`config.mk`:
```
export PLATFORM = sky130hd
export DESIGN_NAME = frv_wide_writeback
export DESIGN_NICKNAME = d
export VERILOG_FILES = /design/src/rtl/frv_wide_writeback_pkg.sv /design/src/rtl/frv_wide_writeback.sv
export SDC_FILE = /design/constraint.sdc
export NUM_CORES = 1
export LEC_CHECK = 0
export ABC_AREA = 1
export ABC_CLOCK_PERIOD_IN_PS = 3400
export CAP_MARGIN = 5
export CORE_MARGIN = 3
export CORE_UTILIZATION = 41
export CTS_CLUSTER_SIZE = 16
export DETAILED_ROUTE_END_ITERATION = 12
export PLACE_DENSITY_LB_ADDON = 0.25
export SYNTH_ARGS = -nofsm -noshare
export SYNTH_HDL_FRONTEND = slang
export SYNTH_SLANG_ARGS = --single-unit
```
`constraint.sdc`:
```
create_clock -name g_clk -period 3.4 [get_ports g_clk]
set_input_delay 0.34 -clock g_clk [delete_from_list [all_inputs] [get_ports g_clk]]
set_output_delay 0.34 -clock g_clk [all_outputs]
set_load 0.05 [all_outputs]
```
`src/rtl/frv_wide_writeback_pkg.sv`:
```
// Shared definitions for the wide writeback sequencer: state encoding and
// register-pair addressing helper.
package frv_wide_writeback_pkg;

    // Encoding is visible to trace/verification monitors; keep values stable.
    typedef enum logic [1:0] {
        FRV_WB_IDLE = 2'd0,
        FRV_WB_W1   = 2'd1,
        FRV_WB_W2   = 2'd2
    } frv_wb_state_e;

    localparam int unsigned FRV_WB_XLEN = 32;
    localparam int unsigned FRV_WB_RW   = 5;

    function automatic logic [FRV_WB_RW-1:0] frv_wb_pair_addr(
        input logic [FRV_WB_RW-1:0] rd,
        input logic                 hi
    );
        return {rd[FRV_WB_RW-1:1], hi};
    endfunction

endpackage

```
`src/rtl/frv_wide_writeback.sv`:
```
// Writeback sequencer: retires 32-bit results in one GPR write and 64-bit
// (mror) results as two writes to an even/odd register pair.
module frv_wide_writeback
    import frv_wide_writeback_pkg::*;
(
    input  logic        g_clk,
    input  logic        g_resetn,
    input  logic        flush,
    input  logic        i_valid,
    output logic        i_ready,
    input  logic [63:0] i_result,
    input  logic [4:0]  i_rd,
    input  logic        i_wide,
    output logic        gpr_wen,
    output logic [4:0]  gpr_addr,
    output logic [31:0] gpr_wdata,
    output logic        retire,
    output logic        hz_valid,
    output logic [4:0]  hz_rd,
    output logic        hz_wide
);

    frv_wb_state_e r_state;
    frv_wb_state_e w_state_next;
    logic [63:0]   r_res;
    logic [4:0]    r_rd;
    logic          r_wide;
    logic          w_accept;

    // Ready depends on registered state only, never on i_valid.
    always_comb begin
        i_ready = 1'b0;
        case (r_state)
            FRV_WB_IDLE: i_ready = 1'b1;
            FRV_WB_W1:   i_ready = !r_wide;
            FRV_WB_W2:   i_ready = 1'b1;
            default:     i_ready = 1'b0;
        endcase
    end

    assign w_accept = i_valid && i_ready && !flush;

    always_comb begin
        w_state_next = r_state;
        case (r_state)
            FRV_WB_IDLE: w_state_next = w_accept ? FRV_WB_W1 : FRV_WB_IDLE;
            FRV_WB_W1: begin
                if (r_wide) begin
                    w_state_next = FRV_WB_W2;
                end else begin
                    w_state_next = w_accept ? FRV_WB_W1 : FRV_WB_IDLE;
                end
            end
            FRV_WB_W2:   w_state_next = w_accept ? FRV_WB_W1 : FRV_WB_IDLE;
            default:     w_state_next = FRV_WB_IDLE;
        endcase
    end

    always_ff @(posedge g_clk or negedge g_resetn) begin
        if (!g_resetn) begin
            r_state <= FRV_WB_IDLE;
        end else begin
            r_state <= w_state_next;
        end
    end

    // Flush only gates new captures; a held result is already committed.
    always_ff @(posedge g_clk or negedge g_resetn) begin
        if (!g_resetn) begin
            r_res  <= 64'd0;
            r_rd   <= 5'd0;
            r_wide <= 1'b0;
        end else if (w_accept) begin
            r_res  <= i_result;
            r_rd   <= i_rd;
            r_wide <= i_wide;
        end
    end

    always_comb begin
        gpr_addr  = r_rd;
        gpr_wdata = r_res[31:0];
        retire    = 1'b0;
        case (r_state)
            FRV_WB_W1: begin
                if (r_wide) begin
                    gpr_addr = frv_wb_pair_addr(r_rd, 1'b0);
                end else begin
                    retire   = 1'b1;
                end
            end
            FRV_WB_W2: begin
                gpr_addr  = frv_wb_pair_addr(r_rd, 1'b1);
                gpr_wdata = r_res[63:32];
                retire    = 1'b1;
            end
            default: begin
                gpr_addr  = r_rd;
                gpr_wdata = r_res[31:0];
            end
        endcase
    end

    // x0 is hardwired: the slot is still consumed, only the write is dropped.
    assign gpr_wen  = (r_state != FRV_WB_IDLE) && (gpr_addr != 5'd0);

    assign hz_valid = (r_state != FRV_WB_IDLE);
    assign hz_rd    = r_wide ? frv_wb_pair_addr(r_rd, 1'b0) : r_rd;
    assign hz_wide  = r_wide;

endmodule

```
* Word level (Yosys, flattened, before mapping) *
Cells that the tools add are included.

storage, ports and cells
  flip-flop bits (word level) = 72
  output and inout bits = 47

cells by class
  equal/unequal tests = 2
  multiplexer cells = 9
  reductions and logical operators = 9

operators by type and width
  cell                                                                   count
  32-bit 2-to-1 mux                                                      1
  1-bit case mux with 2 select lines                                     3
  5-bit nonzero test                                                     1
  2-bit case mux with 2 select lines                                     1
  1-bit logical AND                                                      3
  1-bit 2-to-1 mux                                                       3
  2-bit by 1-bit equality test with 1-bit output, second input constant  1
  2-bit equality test, second input constant                             1
  1-bit zero test                                                        2
  2-bit zero test                                                        1
  2-bit 2-to-1 mux                                                       1
  2-bit nonzero test                                                     1
  2-bit OR reduction                                                     1

* Logic depth before layout (Yosys ltp) *
Gate-level depths: netlist of run 1.

  depth after elaboration = 8
  gate-level depth with buffers = 9

* Worst setup path after synthesis of run 1 *
No wires, ideal clock.

  kind = reg2out
  start point = reg r_state[0]
  end point = out retire
  data arrival time = 2.080 ns
  path slack = 0.980 ns
  stages on the path, launching flop included = 6
  path buffers = 1
  path through = dfrtp_1 -> inv_1 -> ha_1 -> buf_2 -> clkinv_1 -> a21boi_0

between the ends
  longest elaborated chain between the ends = 2
  elaborated cells on any way between the ends = 3
  classes of those cells = 2 x eq/ne; 1 x mux

RTL lines
  item                                                                                          RTL line                  source
  from (decl)                                                                                   frv_wide_writeback.sv:23  frv_wb_state_e r_state;
  from (signal assigned)                                                                        frv_wide_writeback.sv:63  r_state <= w_state_next;
  2-bit equality test / 2-bit by 1-bit equality test with 1-bit output (equally long branches)  frv_wide_writeback.sv:84  case (r_state)
  1-bit case mux with 2 select lines *                                                          frv_wide_writeback.sv:84
  to (decl)                                                                                     frv_wide_writeback.sv:17  output logic retire,

Every way passes the cells marked *; elsewhere a longest branch is shown, timed or not.

* Worst setup path in the final report of run 1 *
  start point = reg r_state[0]
  end point = out i_ready

between the ends
  longest elaborated chain between the ends = 3
  elaborated cells on any way between the ends = 5
  classes of those cells = 2 x eq/ne; 1 x mux; 2 x reduce/logical

RTL lines
  item                                                           RTL line                  source
  2-bit equality test / 2-bit zero test (equally long branches)  frv_wide_writeback.sv:33  case (r_state)
  2-bit OR reduction (no source line)                            n/a
  1-bit case mux with 2 select lines *                           frv_wide_writeback.sv:33
  to (decl)                                                      frv_wide_writeback.sv:10  output logic i_ready,

Marks and branches as above.

==> results.txt, run 1 <==
The terminus of the critical flop-to-flop path is r_res[7]. The count of standard-cell rows is 33. The count of TritonRoute iterations in the first routing pass came out at 5.

In this run, post-CTS hold repair placed 0 buffers. The Yosys step of the flow raised 0 warnings. The critical path is of the reg -> out type. The final critical delay including setup and external delays came out at 2.59 ns. The maximum clock path buffer count is 2.

The clock transition at the registers of the reported paths came out at 0.08 ns. The number of inserted diodes is 0. The maximum frequency from static timing analysis came out at 385 MHz.

The share of the cycle needed by the critical path after routing is 76.3%. The number of DRC markers in iteration 0 is 211. The final-report hold violation count is 0. The worst reg2reg path startpoint is r_state[0]. STA classifies the critical path endpoint as an output port. The mean area per synthesized cell is 7.81 µm². After floorplanning, the core was sized to cover 0.00830 mm². At the end of routability-driven placement, the weighted congestion stood at 0.742. The number of gates resized after CTS was 0.

The setup slack of the most critical reg-to-reg path is 1.01 ns. The transition time of the tightest slew-check pin is 0.906 ns. The storage element area is 0.00180 mm². The share of post-route cells with drive strength above 1 came out at 11.4%.

The I/O pin count came out at 121. The number of buffers inserted by post-CTS setup repair is 0. Setup repair after global routing left no endpoint under its margin.

The vertical die dimension is 99.0 µm. The cell class contributing the biggest share of worst-path delay is buffers and inverters. The most critical setup path has its startpoint at r_state[0].

The sequential fraction of the synthesis area is 50.8%. The clock latency at the later pin of the worst-skew pair came out at 0.34 ns. The detailed-route via count came out at 3274. The initial core utilization came out at 42.7%. In the layout the commonest cells are sky130_fd_sc_hd__nand2_1 (242), sky130_fd_sc_hd__clkdlybuf4s50_1 (83), sky130_fd_sc_hd__dfrtp_1 (72). The proportion of total power due to net switching is 38.1%. The part of the power in the clock network is 27.0%. The worst-path cell with the longest stage delay is sky130_fd_sc_hd__buf_4. Measured along the x axis, the die boundary spans 99.0 µm. The tree is rooted in a sky130_fd_sc_hd__clkbuf_8.

The critical-path maximum fanout came out at 48. The net switching power came out at 1.20 mW. The internal power is 1.95 mW.

The number of filler instances in the final layout is 786. From synthesis to final layout, the design area changed by 38.5%. The delay of the slowest cell on the worst path is 0.52 ns. For this design, the sink count on the clock tree is 72. The register share of total power came out at 36.0%. Of all flip-flops after synthesis, the portion carrying an async set or reset was 100%. Counting flops and latches in the post-synthesis netlist gives 72. The number of buffer cells added on primary ports came out at 120. The endpoint required time on the critical path is 3.06 ns. The cell count after synthesis is 454. The clock tree from TritonCTS is yes. The post-synth net total is 532. For the final routed database, the setup TNS stands at 0 ns. The cell count of the worst reg-to-reg path came out at 8. For this run, the leading register cell type out of synthesis is sky130_fd_sc_hd__dfrtp_1. The initial antenna violation count is 0. Entering global routing, the biggest net connects 73 pins. STA classifies the critical path startpoint as a flop. In this run the number of H-tree levels came out at 3. Combinational logic is responsible for 37.0% of the overall power. The max-cap check violation count is 0.

The detail-routed net length per standard cell is 14.0 µm. The number of setup violations in the final report is 0. The total global routing overflow came out at 0. The overall die area is 0.00980 mm². The worst path buffer plus inverter count came out at 4. Traced cell by cell, the critical path runs through ha_1, inv_2, buf_4, nand2_1, inv_1, buf_12. In this run the remaining antenna-violating nets after routing total 0. The number of unique standard cell types used by synthesis came out at 19. The share of the core filled with cells in the final layout came out at 59.2%. The first-pass GRT wire length came out at 14900 µm. The via count of the first global-routing pass is 3055. The run finished with clean final reports. The number of vias per cell after detailed routing is 4.98.

The type of the worst min-delay path is in -> async. The final layout contains 625 nets. The total wirelength of the detailed-routed design came out at 9210 µm. Data on the critical path arrives at its endpoint at 2.25 ns.

TritonCTS created 9 clock buffers. The final number of max-transition violations came out at 0. The number of enable flip-flop cells after synthesis is 0.

The multi-input combinational cell area came out at 0.00149 mm². The areal power density over the cells came out at 640 mW/mm². The leakage dissipation is 2.54 nW.

The global-route usage over all layers is 18.8%. The relative slew slack came out at 39.6%. The netlist area before placement came out at 0.00354 mm². The library cell used most frequently in the layout, excluding fill and tap cells, is sky130_fd_sc_hd__nand2_1. The residual DRC count came out at 0. Summed over all nets, the half-perimeter wirelength after detailed placement is 5970 µm. The setup skew after layout came out at 0.00780 ns. The highest ir drop seen on vdd came out at 0.306 mV.
final cells by class:
type	count	area share [%]
Sequential cell	72	36.7
Multi-Input combinational cell	328	30.3
Timing Repair Buffer	125	24.4
Clock buffer	11	3.08
Tap cell	105	2.68
Clock inverter	5	2.09
Inverter	11	0.841
flip-flops by register name (all words and copies together), names as in the netlist:
| name | flops |
|---|---|
| r_res | 64 |
| hz_wide | 1 |
| r_state | 2 |
| r_rd | 5 |
power by group through the flow:
| stage | sequential (mW) | combinational [mW] | clock, mW |
|---|---|---|---|
| after floorplan | 1.13 | 0.797 | 0 |
| after global placement | 1.14 | 1.16 | 0 |
| after detailed placement | 1.15 | 1.17 | 0 |
| after CTS | 1.13 | 1.18 | 0.857 |
| after global routing | 1.16 | 1.25 | 0.888 |
| final | 1.13 | 1.16 | 0.849 |
routing by layer:
| metal | vias to the layer above | wire, µm | global-route usage, % |
|---|---|---|---|
| met1 | 1504 | 4410 | 28.1 |
| met3 | 9 | 578 | 3.75 |
| li1 | 1651 | - | - |
| met2 | 110 | 4140 | 27.7 |
| met5 | - | 0 | 0 |
| met4 | 0 | 84 | 5.04 |
how the worst max path moves through the flow:
stage                end  slack, ns  cells past startpoint
5_1_grt          i_ready       0.62                      6
3_3_place_gp   r_res[39]       1.07                      8
3_5_place_dp    r_res[7]       0.99                      8
4_1_cts          i_ready       0.81                      6
2_1_floorplan     retire       0.98                      5
6_report         i_ready       0.81                      6
per-stage QoR:
step,instances,instance area (µm²),setup WS [ns],power (mW),hold WS [ns]
2_1_floorplan,454,3540,0.980,1.93,0.0444
3_3_place_gp,641,4660,1.07,2.30,0.453
3_5_place_dp,641,4660,0.992,2.32,0.458
4_1_cts,657,4910,0.811,3.16,0.161
5_1_grt,657,4910,0.623,3.30,0.199
6_report,657,4910,0.805,3.14,0.118
worst reg2reg max path: stages, from the launching register on:
cell	delay (ns)
sky130_fd_sc_hd__dfrtp_1	0.40
sky130_fd_sc_hd__inv_1	0.09
sky130_fd_sc_hd__ha_1	0.17
sky130_fd_sc_hd__buf_4	0.36
sky130_fd_sc_hd__nor2_4	0.06
sky130_fd_sc_hd__nand2_4	0.22
sky130_fd_sc_hd__nand3_4	0.64
sky130_fd_sc_hd__nand2_1	0.28
sky130_fd_sc_hd__nand2_1	0.07
cell families after synthesis:
kind of cell             synth area share, %
AO/OA/AOI/OAI                          0.353
AND/OR/NAND/NOR                         40.2
flip-flops                              50.8
buffers and inverters                   7.24
adder cells (fa/ha/maj)                 1.41
Yosys cell counts, types with 2 or more instances:
| cell type | n | share of area [%] |
|---|---|---|
| sky130_fd_sc_hd__nand2_1 | 242 | 26 |
| sky130_fd_sc_hd__dfrtp_1 | 72 | 51 |
| sky130_fd_sc_hd__nand4_1 | 70 | 12 |
| sky130_fd_sc_hd__buf_2 | 16 | 2.3 |
| sky130_fd_sc_hd__clkbuf_1 | 14 | 1.5 |
| sky130_fd_sc_hd__buf_4 | 9 | 1.9 |
| sky130_fd_sc_hd__inv_1 | 9 | 0.95 |
| sky130_fd_sc_hd__buf_1 | 4 | 0.42 |
| sky130_fd_sc_hd__ha_1 | 4 | 1.4 |
| sky130_fd_sc_hd__nor2_1 | 4 | 0.42 |
| sky130_fd_sc_hd__nor2_4 | 2 | 0.64 |
No activity file was read; power rests on OpenSTA's default activity.
==> run 2: changes to the inputs <==
Settings changed: ABC_CLOCK_PERIOD_IN_PS 3400 to 2600.
Clock period 3.4 ns to 2.6 ns, I/O delays scaled along.
==> results.txt, run 2 (synthesis results as in run 1) <==
Outcome: finished, final reports clean (unchanged). The share of the core filled with cells in the final layout is 59.3% (was 59.2%). Setup repair after global routing missed its margin: no (unchanged). The storage element area is 0.00180 mm² (unchanged). The final setup TNS is 0 ns (unchanged). The most common cell after layout, fill and taps aside is sky130_fd_sc_hd__nand2_1 (unchanged). The critical path startpoint category is a flop (unchanged). The antenna violation net count after detailed routing is 0 (unchanged). The I/O pin count came out at 121 (unchanged). The global-route usage over all layers came to 20.0% (was 18.8%). The worst reg2reg path startpoint is r_state[0] (unchanged). The terminus of the critical flop-to-flop path was r_res[15] (was r_res[7]).

Registers with the most flip-flops: r_res (64), r_rd (5), r_state (2) (unchanged). The met2 demand-to-capacity share in global routing is 31.1% (was 27.7%). The layout overhead on the synthesized area came to 38.8% (was 38.5%). The maximum clock path buffer count came out at 2 (unchanged). The number of flip-flops in the largest register came out at 64 (unchanged). The setup slack of the most critical reg-to-reg path is 0.67 ns (was 1.01 ns). The worst-path cell with the longest stage delay is sky130_fd_sc_hd__dfrtp_1 (was sky130_fd_sc_hd__buf_4). The share of the cycle needed by the critical path after routing came out at 89.2%. The pre-CTS worst setup slack was 0.638 ns (was 0.992 ns).

The setup skew after layout came out at 0.0108 ns (was 0.00780 ns). The number of inserted diodes came out at 0 (unchanged). Cell-by-cell listing of the critical path: inv_1, ha_1, clkinv_1, buf_4, nand3_1, nand2_1, a21oi_1, buf_12 (was ha_1, inv_2, buf_4, nand2_1, inv_1, buf_12). The worst hold slack after final layout is 0.0330 ns (was 0.118 ns).

The multi-input combinational cell area came out at 0.00149 mm² (unchanged). The root cell of the clock tree is sky130_fd_sc_hd__clkbuf_8 (unchanged). The maximum number of pins on one net before global-route repair came out at 73 (unchanged). The clock transition at the registers of the reported paths was 0.08 ns (about the same).

The area of the placeable core came out at 0.00830 mm² (unchanged). The final-report hold violation count came out at 0 (unchanged). The overall die area is 0.00980 mm² (unchanged). The highest ir drop seen on vdd was 0.348 mV (was 0.306 mV).

The areal power density over the cells was 801 mW/mm² (was 640 mW/mm²). The top register by number of flip-flops was r_res (unchanged). The type of the worst min-delay path is in -> async (unchanged). The termination of the worst setup path is gpr_wen (was i_ready). The proportion of total power due to net switching is 40.1% (was 38.1%).

The detailed-placement wirelength estimate is 6310 µm (was 5970 µm). The share of post-route cells with drive strength above 1 is 12.1% (was 11.4%). The maximum frequency from static timing analysis is 431 MHz. The global-route met1 utilization is 27.7% (was 28.1%). The instance count on the critical path came out at 8 (was 6). The number of vias per cell after detailed routing came out at 5.16 (was 4.98). The leakage dissipation is 2.55 nW (was 2.54 nW). The detail-routed net length per standard cell is 14.4 µm (was 14.0 µm). The residual DRC count is 0 (unchanged). The worst setup slack after layout came out at 0.280 ns (was 0.805 ns). The number of setup violations in the final report came to 0 (unchanged). The total number of clock tree sinks is 72 (unchanged). The final number of max-transition violations came out at 0 (unchanged). The launching element of the worst setup path was r_state[0] (unchanged). The post-cts sizing count came out at 0 (unchanged). The transition time of the tightest slew-check pin is 0.909 ns (was 0.906 ns). The part of the power in the clock network is 23.3% (was 27.0%).

The placed standard-cell area was 0.00471 mm² (was 0.00466 mm²). The data arrival time of the critical path came out at 2.06 ns (was 2.25 ns). The worst path buffer plus inverter count is 4 (unchanged). The clock latency at the later pin of the worst-skew pair came out at 0.34 ns (about the same).

The net switching power was 1.58 mW (was 1.20 mW). The initial antenna violation count is 0 (unchanged). The kind of critical path is reg -> out (unchanged). The worst path in the final design needs a cycle of 2.32 ns, including I/O delays and setup.

The cell class contributing the biggest share of worst-path delay is buffers and inverters (unchanged). Most frequent cells in the layout: sky130_fd_sc_hd__nand2_1 (242), sky130_fd_sc_hd__clkdlybuf4s50_1 (83), sky130_fd_sc_hd__dfrtp_1 (72) (unchanged). The first-pass GRT wire length is 16000 µm (was 14900 µm). The cell count of the worst reg-to-reg path is 6 (was 8). The initial core utilization came to 42.7% (unchanged). The met3 track utilization from global routing came to 4.39% (was 3.75%).

The number of DRC markers in iteration 0 is 176 (was 211). The max-cap check violation count is 0 (unchanged). The detailed-route via count is 3413 (was 3274).

The count of standard-cell rows came out at 33 (unchanged). The count of hold-fix buffers inserted at cts came out at 0 (unchanged). The number of filler instances in the final layout came out at 769 (was 786).

The endpoint required time on the critical path came out at 2.34 ns (was 3.06 ns). The clock tree from TritonCTS is yes (unchanged). The post-layout instance area is 0.00492 mm² (was 0.00491 mm²).

The endpoint type of the worst setup path is an output port (unchanged). The number of buffers inserted by post-CTS setup repair is 0 (unchanged). The relative slew slack is 39.4% (was 39.6%). The number of levels in the clock H-tree came out at 3 (unchanged).

The critical-path maximum fanout came to 16 (was 48). The count of TritonRoute iterations in the first routing pass is 4 (was 5). The via count of the first global-routing pass is 3337 (was 3055).

The delay of the slowest cell on the worst path was 0.40 ns (was 0.52 ns). The total global routing overflow came out at 0 (unchanged). The number of nets in the layout is 629 (was 625). The number of buffer cells added on primary ports is 120 (unchanged). The global-route layer with the greatest usage was met2 (was met1). The register share of total power came out at 37.6% (was 36.0%). The number of buffers created by CTS came out at 9 (unchanged).

The horizontal die dimension came to 99.0 µm (unchanged). The internal power is 2.36 mW (was 1.95 mW). The part of the total power dissipated in combinational logic came out at 39.1% (was 37.0%).

The total wirelength of the detailed-routed design was 9520 µm (was 9210 µm). The vertical die dimension is 99.0 µm (unchanged). The final weighted congestion in routability-driven placement is 0.811 (was 0.742).
-- run 2: layout make-up --
cell class	count	share of cell area (%)
clock buffer	11	3.08
clock inverter	5	1.12
inverter	11	0.839
multi-input combinational	328	30.2
sequential	72	36.6
tap	105	2.67
timing repair buffer	129	25.4
-- run 2: worst min-delay path by stage --
stage                     startpoint        to  slack [ns]  cells past startpoint
after floorplan             g_resetn   hz_wide       -0.04                      0
after global placement      g_resetn   r_rd[1]        0.44                      1
after detailed placement    g_resetn   r_rd[1]        0.46                      1
after CTS                   g_resetn   r_rd[1]        0.08                      1
after global routing        g_resetn  r_res[3]        0.12                      1
final                       g_resetn   r_rd[1]        0.03                      1
-- run 2: worst reg2reg max path, delay by kind of cell, from the launching register on --
| kind | cells | cell delay (ns) |
|---|---|---|
| fa+ha+maj | 1 | 0.23 |
| flops | 1 | 0.40 |
| buf+inv | 2 | 0.66 |
| simple gates | 3 | 0.53 |
-- run 2: metrics by stage --
| stage | total power, mW | cells |
|---|---|---|
| 2_1_floorplan | 2.52 | 454 |
| 3_3_place_gp | 3.02 | 645 |
| 3_5_place_dp | 3.06 | 645 |
| 4_1_cts | 3.97 | 661 |
| 5_1_grt | 4.16 | 661 |
| 6_report | 3.94 | 661 |
-- run 2: routing by layer --
| layer | vias up | routed length [µm] |
|---|---|---|
| li1 | 1659 | - |
| met4 | 0 | 179 |
| met2 | 127 | 4370 |
| met5 | - | 0 |
| met1 | 1610 | 4350 |
| met3 | 17 | 615 |
-- run 2: power by group through the flow --
stage	combinational [mW]	sequential (mW)	clock, mW
2_1_floorplan	1.04	1.48	0
3_3_place_gp	1.54	1.49	0
6_report	1.54	1.48	0.920
4_1_cts	1.56	1.48	0.933
5_1_grt	1.66	1.51	0.986
3_5_place_dp	1.56	1.50	0
==> run 3: changes to the inputs <==
Settings changed: CTS_BUF_LIST from default to sky130_fd_sc_hd__clkbuf_4 sky130_fd_sc_hd__clkbuf_8, CTS_CLUSTER_SIZE 16 to default.
==> results of run 3 <==
No change in the layout: final DEF, timing and power equal those of run 2.
